### src/rtl/fft_out_reorder.sv
// fft_out_reorder
//   Reorder buffer placed after fft_stage2. Bins arrive in bit-reversed order
//   (position given by iaddr); each complete frame is re-emitted in natural
//   bin order 0..N-1 as N contiguous oen cycles. Two banks are used as a
//   ping-pong so back-to-back frames at one sample per cycle flow without gaps.
//
// Parameters
//   TOTAL_STAGE : log2 of the frame length N
//   CPLX_WIDTH  : width of one complex sample {re, im}
//   BITREV      : 1 = store at bitrev(iaddr), 0 = store at iaddr (debug)
//
// Ports
//   iclk   in   clock, rising edge
//   rst_n  in   synchronous active-low reset
//   ien    in   input sample valid
//   iaddr  in   input sample position within frame (iaddr==N-1 ends a frame)
//   idata  in   input complex sample
//   oen    out  output sample valid
//   oaddr  out  natural-order bin index
//   odata  out  output complex sample
//   osof   out  high together with oaddr==0 of each output frame
//   ovf    out  sticky overflow: an input sample arrived with no free bank
module fft_out_reorder #(
  parameter int TOTAL_STAGE = 4,
  parameter int CPLX_WIDTH  = 32,
  parameter bit BITREV      = 1'b1
) (
  input  logic                   iclk,
  input  logic                   rst_n,
  input  logic                   ien,
  input  logic [TOTAL_STAGE-1:0] iaddr,
  input  logic [CPLX_WIDTH-1:0]  idata,
  output logic                   oen,
  output logic [TOTAL_STAGE-1:0] oaddr,
  output logic [CPLX_WIDTH-1:0]  odata,
  output logic                   osof,
  output logic                   ovf
);

  localparam int N = 1 << TOTAL_STAGE;
  localparam logic [TOTAL_STAGE-1:0] LAST_ADDR = {TOTAL_STAGE{1'b1}};

  typedef enum logic [1:0] {
    BANK_FREE    = 2'd0,
    BANK_FULL    = 2'd1,
    BANK_READING = 2'd2
  } bank_state_t;

  typedef enum logic {
    RD_IDLE = 1'b0,
    RD_READ = 1'b1
  } rd_state_t;

  // Both banks live in one array; the bank select is the top address bit.
  logic [CPLX_WIDTH-1:0]  mem [0:2*N-1];

  bank_state_t            bank_state_reg [0:1];
  logic                   wr_bank_reg;
  logic                   rd_bank_reg;
  logic [TOTAL_STAGE-1:0] rc_reg;
  rd_state_t              rd_state_reg;

  logic [CPLX_WIDTH-1:0]  ram_q_reg;
  logic                   issue_v_reg;
  logic [TOTAL_STAGE-1:0] issue_rc_reg;

  logic [TOTAL_STAGE-1:0] iaddr_rev;
  logic [TOTAL_STAGE-1:0] wr_addr;
  logic                   wr_accept;
  logic                   wr_drop;
  logic                   rd_issue;
  logic                   rd_other_bank;

  // Bit reversal of the input position.
  genvar gi;
  generate
    for (gi = 0; gi < TOTAL_STAGE; gi++) begin : g_rev
      assign iaddr_rev[gi] = iaddr[TOTAL_STAGE-1-gi];
    end
  endgenerate

  assign wr_addr       = BITREV ? iaddr_rev : iaddr;
  assign wr_accept     = ien && (bank_state_reg[wr_bank_reg] == BANK_FREE);
  assign wr_drop       = ien && (bank_state_reg[wr_bank_reg] != BANK_FREE);
  assign rd_other_bank = ~rd_bank_reg;

  // In IDLE rc_reg is always 0, so an issue from IDLE reads bin 0.
  assign rd_issue = (rd_state_reg == RD_READ) ||
                    (bank_state_reg[rd_bank_reg] == BANK_FULL);

  // Writer, reader FSM and bank status. Writer only moves FREE->FULL and the
  // reader only moves FULL->READING->FREE, so both sides never update the same
  // bank in one cycle; status changes become visible the following cycle.
  always_ff @(posedge iclk) begin
    if (!rst_n) begin
      bank_state_reg[0] <= BANK_FREE;
      bank_state_reg[1] <= BANK_FREE;
      wr_bank_reg       <= 1'b0;
      rd_bank_reg       <= 1'b0;
      rc_reg            <= '0;
      rd_state_reg      <= RD_IDLE;
      ovf               <= 1'b0;
    end else begin
      // Frame end is defined solely by the position, never by ien gaps.
      if (wr_accept && (iaddr == LAST_ADDR)) begin
        bank_state_reg[wr_bank_reg] <= BANK_FULL;
        wr_bank_reg                 <= ~wr_bank_reg;
      end
      if (wr_drop) begin
        ovf <= 1'b1;
      end

      case (rd_state_reg)
        RD_IDLE: begin
          if (bank_state_reg[rd_bank_reg] == BANK_FULL) begin
            bank_state_reg[rd_bank_reg] <= BANK_READING;
            rc_reg                      <= rc_reg + 1'b1;
            rd_state_reg                <= RD_READ;
          end
        end
        RD_READ: begin
          if (rc_reg == LAST_ADDR) begin
            bank_state_reg[rd_bank_reg] <= BANK_FREE;
            rd_bank_reg                 <= rd_other_bank;
            rc_reg                      <= '0;
            // Chain straight into the other bank when it is ready, so
            // consecutive frames come out without an idle cycle.
            if (bank_state_reg[rd_other_bank] == BANK_FULL) begin
              bank_state_reg[rd_other_bank] <= BANK_READING;
            end else begin
              rd_state_reg <= RD_IDLE;
            end
          end else begin
            rc_reg <= rc_reg + 1'b1;
          end
        end
        default: rd_state_reg <= RD_IDLE;
      endcase
    end
  end

  // Sample storage: one write port, one registered read port.
  always_ff @(posedge iclk) begin
    if (rst_n && wr_accept) begin
      mem[{wr_bank_reg, wr_addr}] <= idata;
    end
  end

  always_ff @(posedge iclk) begin
    if (rd_issue) begin
      ram_q_reg <= mem[{rd_bank_reg, rc_reg}];
    end
  end

  // Read-issue tracking and the output register stage.
  always_ff @(posedge iclk) begin
    if (!rst_n) begin
      issue_v_reg  <= 1'b0;
      issue_rc_reg <= '0;
      oen          <= 1'b0;
      oaddr        <= '0;
      osof         <= 1'b0;
      odata        <= '0;
    end else begin
      issue_v_reg  <= rd_issue;
      issue_rc_reg <= rc_reg;
      oen          <= issue_v_reg;
      osof         <= issue_v_reg && (issue_rc_reg == '0);
      if (issue_v_reg) begin
        oaddr <= issue_rc_reg;
        odata <= ram_q_reg;
      end
    end
  end

endmodule

### config.mk
export PLATFORM = sky130hd
export DESIGN_NAME = fft_out_reorder
export DESIGN_NICKNAME = d
export VERILOG_FILES = /design/src/rtl/fft_out_reorder.sv
export SDC_FILE = /design/constraint.sdc
export NUM_CORES = 1
export LEC_CHECK = 0
export ABC_AREA = 1
export CAP_MARGIN = 20
export CELL_PAD_IN_SITES_DETAIL_PLACEMENT = 0
export CELL_PAD_IN_SITES_GLOBAL_PLACEMENT = 2
export CORE_UTILIZATION = 42
export CTS_CLUSTER_SIZE = 12
export DETAILED_ROUTE_END_ITERATION = 12
export PLACE_DENSITY_LB_ADDON = 0.1
export SETUP_SLACK_MARGIN = 0.1
export SLEW_MARGIN = 20
export SYNTH_ARGS = -nofsm -noshare
export SYNTH_HDL_FRONTEND = slang
export SYNTH_SLANG_ARGS = --single-unit
### constraint.sdc
create_clock -name iclk -period 4.03 [get_ports iclk]
set_clock_uncertainty 0.15 [all_clocks]
set_input_delay 0.806 -clock iclk [delete_from_list [all_inputs] [get_ports iclk]]
set_output_delay 0.806 -clock iclk [all_outputs]
set_load 0.01 [all_outputs]
==> results.yml, run 1 <==
critical_path:
  crit_arrival_ns: 3.18
  r2r_cells: 10
  rrSetupSlack_ns: 1.17
  r2r_end: "ram_q_reg[26]$_DFFE_PP_"
  crit_chain: "inv_16 > buf_4 > nand2_1 > nand2_1 > nand2_1 > nand3_1 > nand3_1 > nand2_1 > nand2_1 > inv_1"
  cp_top_family: "simple AND/OR/NAND/NOR gates"
  required_ns: 4.36
  worstPathMaxFanout: 148
  slowest_stage: "dfxtp_4"
  critPathMaxStageDelay_ns: 0.66
  startpoint: "rc_reg[0]$_SDFFE_PN0P_"
  crit_top_cell: "nand2_1"
  critPathBufInv: 3
  start_kind: "register"
  r2r_start: "rc_reg[0]$_SDFFE_PN0P_"
  path_depth: 10
  end_kind: "register"
  critPathKind: "reg -> reg"
sta:
  rsz0062_at_grt: "no"
  fin_setup_tns_ns: 0
  setup_viol: 0
  fmax_mhz: 350
  min_period_ns: 2.86
  maxSlewHeadroom_pct: 38.5
  report.final.slew_viol_count: 0
  min_period_over_period_pct: 70.9
  finalHoldViolations: 0
  tightest_slew_ns: 0.921
synthesis:
  syn_inst: 4287
  yosysWarnings: 0
  syn-num-nets: 4327
  synth_area_sq_mm: 0.0463
  avgSynthCellArea_sq_um: 10.8
  ys_types: 27
  ys_seq_elements: 1113
  seq_area_frac_synth_pct: 70.9
clock_network:
  clock_latency_ns: 0.73
  cts_max_level: 4
  cts-root-buf: "clkbuf_16"
  cts_setup_buffers: 0
  cts_sinks: 1113
  cts_buffers: 130
  clk_pin_slew_ns: 0.06
  cts_tree: "built"
  cts-resized-gates: 0
  cts_hold_buf: 0
  clockBufferDepth: 3
floorplanning:
  rows: 121
  core_sq_mm: 0.109
  die_h_um: 334
  dieArea_sq_mm: 0.112
  die_w_um: 334
  ioPinCount: 78
  start_util_pct: 42.4
run:
  cap_viol_max_count: 0
power:
  combinationalPowerShare_pct: 4.6
  pwr-share-clk_pct: 44.8
  leakage_uw: 0.0210
  internal_power_uw: 19700
  p_sw_share_pct: 21.8
  p_seq_share_pct: 50.5
  switching_power_uw: 5490
  total_power_uw: 25200
  p_per_area_mw_per_mm2: 475
  peakVddDrop_mv: 0.284
cells_and_area:
  fin_nets: 4431
  instances_no_fill: 5966
  largest_reg_flops: 1024
  drive_gt1_share_pct: 8.09
  final_util_pct: 48.7
  postLayoutCellArea_sq_mm: 0.0532
  areaGrowthSynthToFinish_pct: 14.8
routing:
  vias: 29600
  routed_wl_um: 133000
  dr.pass1.iters: 5
  vias_per_cell: 4.96
  dr.first_iter.drc_count: 2529
  wire_per_inst_um: 22.3
  drc: 0
  ant_nets: 0
worst_hold_path:
  min_from: "issue_rc_reg[2]$_SDFF_PN0_"
  min_delay_path_depth: 1
  hold_end: "osof$_SDFF_PN0_"
  hp-class: "reg -> reg"
global_routing:
  grtUsageTotal_pct: 24.1
  first_global_vias: 28100
  antenna_found_initial: 9
  grt_overflow: 0
  grt_pass1_wl_um: 195000
  grt_max_degree: 150
place:
  port_buffers: 77
  place_congestion: 0.796
  placed_area_sq_mm: 0.0491
  dpl.hpwl_um: 78700
  dp_cells: 5735
outcome:
  status: "finished, final reports clean"
-- worst max path at each step --
stage               slack (ns)                      end
finish                    1.17  ram_q_reg[26]$_DFFE_PP_
global route              1.01      mem[4][4]$_DFFE_PP_
CTS                       1.25  ram_q_reg[19]$_DFFE_PP_
detailed placement        0.70      mem[4][8]$_DFFE_PP_
global placement          0.68     mem[6][29]$_DFFE_PP_
floorplan                 0.90     mem[13][0]$_DFFE_PP_
-- power by group through the flow --
stage	registers [uW]	logic, uW	clock network (uW)
2_1_floorplan	13000	596	0
3_3_place_gp	13000	1180	0
3_5_place_dp	13000	1180	0
4_1_cts	12700	1190	11600
5_1_grt	12700	1290	12000
6_report	12800	1170	11300
-- final cells by class --
| class | instances | area (sq um) |
|---|---|---|
| Timing Repair Buffer | 195 | 1900 |
| Inverter | 547 | 2080 |
| Sequential cell | 1113 | 32900 |
| Fill cell | 9938 | 56000 |
| Antenna cell | 3 | 7.51 |
| Clock buffer | 166 | 3650 |
| Multi-Input combinational cell | 2404 | 10400 |
| Clock inverter | 62 | 442 |
| Tap cell | 1476 | 1850 |
-- layout by cell type (no fill, tap or decap), types with 27 or more instances in the layout --
cell type,synthesis,routed
clkdlybuf4s50_1,0,50
o211ai_1,32,32
nand2_1,1443,1443
buf_12,0,30
nand3_1,628,627
o21ai_0,38,38
dfxtp_1,57,53
inv_1,540,538
edfxtp_1,1056,1056
clkbuf_16,0,141
buf_4,33,88
nor2_4,0,31
clkinv_1,2,35
buf_2,132,27
nor2_1,174,143
a21oi_1,72,72
-- stage by stage --
stage | hold slack, ns | worst slack, ns
floorplan | 0.247 | 0.904
global placement | 0.267 | 0.679
detailed placement | 0.266 | 0.696
CTS | 0.276 | 1.25
global route | 0.292 | 1.01
finish | 0.274 | 1.17
-- Yosys cell counts (all sizes together) --
master	number	area (sq um)
dfxtp	57	1140
clkinv	2	7.51
edfxtp	1056	31700
a21oi	72	360
a21boi	1	7.51
buf	191	1160
ha	1	12.5
nand3b	1	7.51
nand3	628	3140
clkbuf	32	120
a31oi	1	6.26
nand2	1443	5420
nor2	175	673
o21ai	38	190
nor4	1	6.26
o211ai	32	240
nor3	5	30.0
nand4	5	31.3
inv	545	2050
o22ai	1	6.26
-- per-layer routing --
layer  GRT usage [%]  part of all wire, %  up-vias
li1                -                    -    14400
met4            5.93                  1.8        0
met3            4.44                  5.9      155
met1            35.5                   47    14300
met2            36.7                   45      762
met5               0                    0        -
-- kinds of logic after synthesis --
logic type	synth area share, %
fa+ha+maj	0.0270
compound gates	1.75
flops	70.9
simple gates	20.1
buf+inv	7.21
(Power assumes the default switching activity.)
==> run 2, diff against run 1 <==
clock period = 2.8 ns   (was 4.03 ns; I/O delays follow)
==> run 2 against run 1 <==
Effect of this change:
- die area is the same
- maximum frequency up 17%
- critical path depth is 1 lower
- clock power up 33%
- via count rose by 2.7%
- non-clock buffer count up 127
- combinational power increased by 59%
- core utilization rose by 1.4 points
- global-route usage increased by 1.5 points
- critical path type unchanged
- highest routed layer is now met5
==> results.yml, run 2 (synthesis gave the netlist of run 1 again) <==
worst_hold_path:
  min_delay_path_depth: 4
  hp-class: "in -> reg"
  hold_end: "issue_rc_reg[0]$_SDFF_PN0_"
  min_from: "rst_n"
clock_network:
  cts_hold_buf: 0
  clock_latency_ns: 0.72
  cts_tree: "built"
  clk_pin_slew_ns: 0.06
  clockBufferDepth: 3
  cts_setup_buffers: 0
  cts-root-buf: "clkbuf_16"
  cts_buffers: 121
  cts-resized-gates: 0
  cts_max_level: 3
  cts_sinks: 1113
cells_and_area:
  final_common_cell: "nand2_1"
  fin_nets: 4549
  multi_input_area_sq_mm: 0.0104
  drive_gt1_share_pct: 9.78
  largest_reg_flops: 1024
  n_antenna_cell: 0
  nFillCells: 9903
  layout_common_cells: "nand2_1, edfxtp_1, nand3_1"
  final_util_pct: 50.1
  areaGrowthSynthToFinish_pct: 18.0
  register_area_sq_mm: 0.0329
power:
  p_per_area_mw_per_mm2: 645
  p_seq_share_pct: 52.1
  leakage_uw: 0.0217
  internal_power_uw: 27400
  peakVddDrop_mv: 0.562
  combinationalPowerShare_pct: 5.3
  switching_power_uw: 7860
  total_power_uw: 35200
  pwr-share-clk_pct: 42.7
  p_sw_share_pct: 22.3
critical_path:
  slowest_stage: "dfxtp_1"
  r2r_start: "rc_reg[3]$_SDFFE_PN0P_"
  crit_arrival_ns: 2.87
  end_kind: "register"
  critPathMaxStageDelay_ns: 0.48
  critPathKind: "reg -> reg"
  rrSetupSlack_ns: 0.35
  required_ns: 3.22
  worstPathMaxFanout: 30
  start_kind: "register"
  cp_top_family: "buffers and inverters"
  r2r_cells: 9
  critPathBufInv: 4
  r2r_end: "ram_q_reg[8]$_DFFE_PP_"
  crit_chain: "clkinv_2 > nor2_8 > clkinv_2 > buf_12 > a21oi_1 > nor2_1 > nand2_1 > nand2_1 > inv_1"
place:
  place_ws_ns: 0.112
  place_congestion: 0.811
  port_buffers: 77
  dpl.hpwl_um: 88000
sta:
  report.final.slew_viol_count: 0
  min_period_ns: 2.45
  fmax_mhz: 408
  finalHoldViolations: 0
  rsz0062_at_grt: "no"
  min_period_over_period_pct: 87.5
  hold-worst-slack_ns: 0.134
  maxSlewHeadroom_pct: 45.1
  setup_slack_ns: 0.350
  setup_viol: 0
  tightest_slew_ns: 0.823
routing:
  vias_per_cell: 5.00
  ant_nets: 0
  dr.pass1.iters: 5
  drc: 0
  wire_per_inst_um: 23.2
  routed_wl_um: 141000
  dr.first_iter.drc_count: 2527
  vias: 30400
floorplanning:
  die_h_um: 334
  start_util_pct: 42.4
  ioPinCount: 78
  die_w_um: 334
  dieArea_sq_mm: 0.112
  rows: 121
  core_sq_mm: 0.109
global_routing:
  grt_overflow: 0
  first_global_vias: 29300
  antenna_found_initial: 3
  grt_max_degree: 90
  grtUsageTotal_pct: 25.5
  grt_pass1_wl_um: 206000
run:
  cap_viol_max_count: 0
outcome:
  status: "finished, final reports clean"
run 2: cell types whose count changed in the layout (fill, tap and decap cells not counted), sizes merged:
cell	change
buf	+101
bufinv	-3
clkdlybuf4s50	+26
clkinv	+3
clkinvlp	-3
diode	-3
inv	-1
run 2: routing by layer:
metal	GRT usage [%]	up-vias	share of wire [%]
met1	37.3	14900	47
met5	0	-	0.0092
met2	40.9	722	47
met4	4.92	2	1.7
li1	-	14600	-
met3	3.46	151	5.2
run 2: layout make-up:
type,count,share of cell area [%]
multi-input combinational,2404,19.0
clock buffer,166,6.10
inverter,547,3.81
clock inverter,58,0.698
timing repair buffer,322,6.92
tap,1476,3.38
sequential,1113,60.1
run 2: worst max-delay path by stage:
stage	startpoint	endpoint	slack (ns)	cells after the start
after global routing	rc_reg[3]$_SDFFE_PN0P_	ram_q_reg[12]$_DFFE_PP_	0.23	10
after floorplan	bank_state_reg[0][0]$_SDFFE_PP0P_	mem[13][0]$_DFFE_PP_	-0.10	7
final	rc_reg[3]$_SDFFE_PN0P_	ram_q_reg[8]$_DFFE_PP_	0.35	9
after detailed placement	iaddr[1]	mem[31][22]$_DFFE_PP_	0.11	6
after CTS	odata[6]$_SDFFE_PN0P_	odata[6]	0.30	1
after global placement	iaddr[1]	mem[31][5]$_DFFE_PP_	0.09	6
run 2: worst min-delay path: cells and delay by family:
family	cells	cell delay [ns]
buffers and inverters	3	0.33
AND/OR/NAND/NOR	1	0.06
run 2: through the flow:
stage / instance area [sq um] / cells / setup TNS [ns]
floorplan: 46300 / 4287 / -63.17
global placement: 50900 / 5862 / 0
detailed placement: 50900 / 5862 / 0
CTS: 54700 / 6086 / 0
global route: 54700 / 6086 / 0
finish: 54700 / 6086 / 0
run 2: power by group through the flow:
stage	combinational (uW)	sequential (uW)	clock (uW)
6_report	1860	18300	15000
5_1_grt	2030	18300	15900
4_1_cts	1880	18300	15300
3_5_place_dp	1880	18700	0
3_3_place_gp	1880	18700	0
2_1_floorplan	860	18700	0
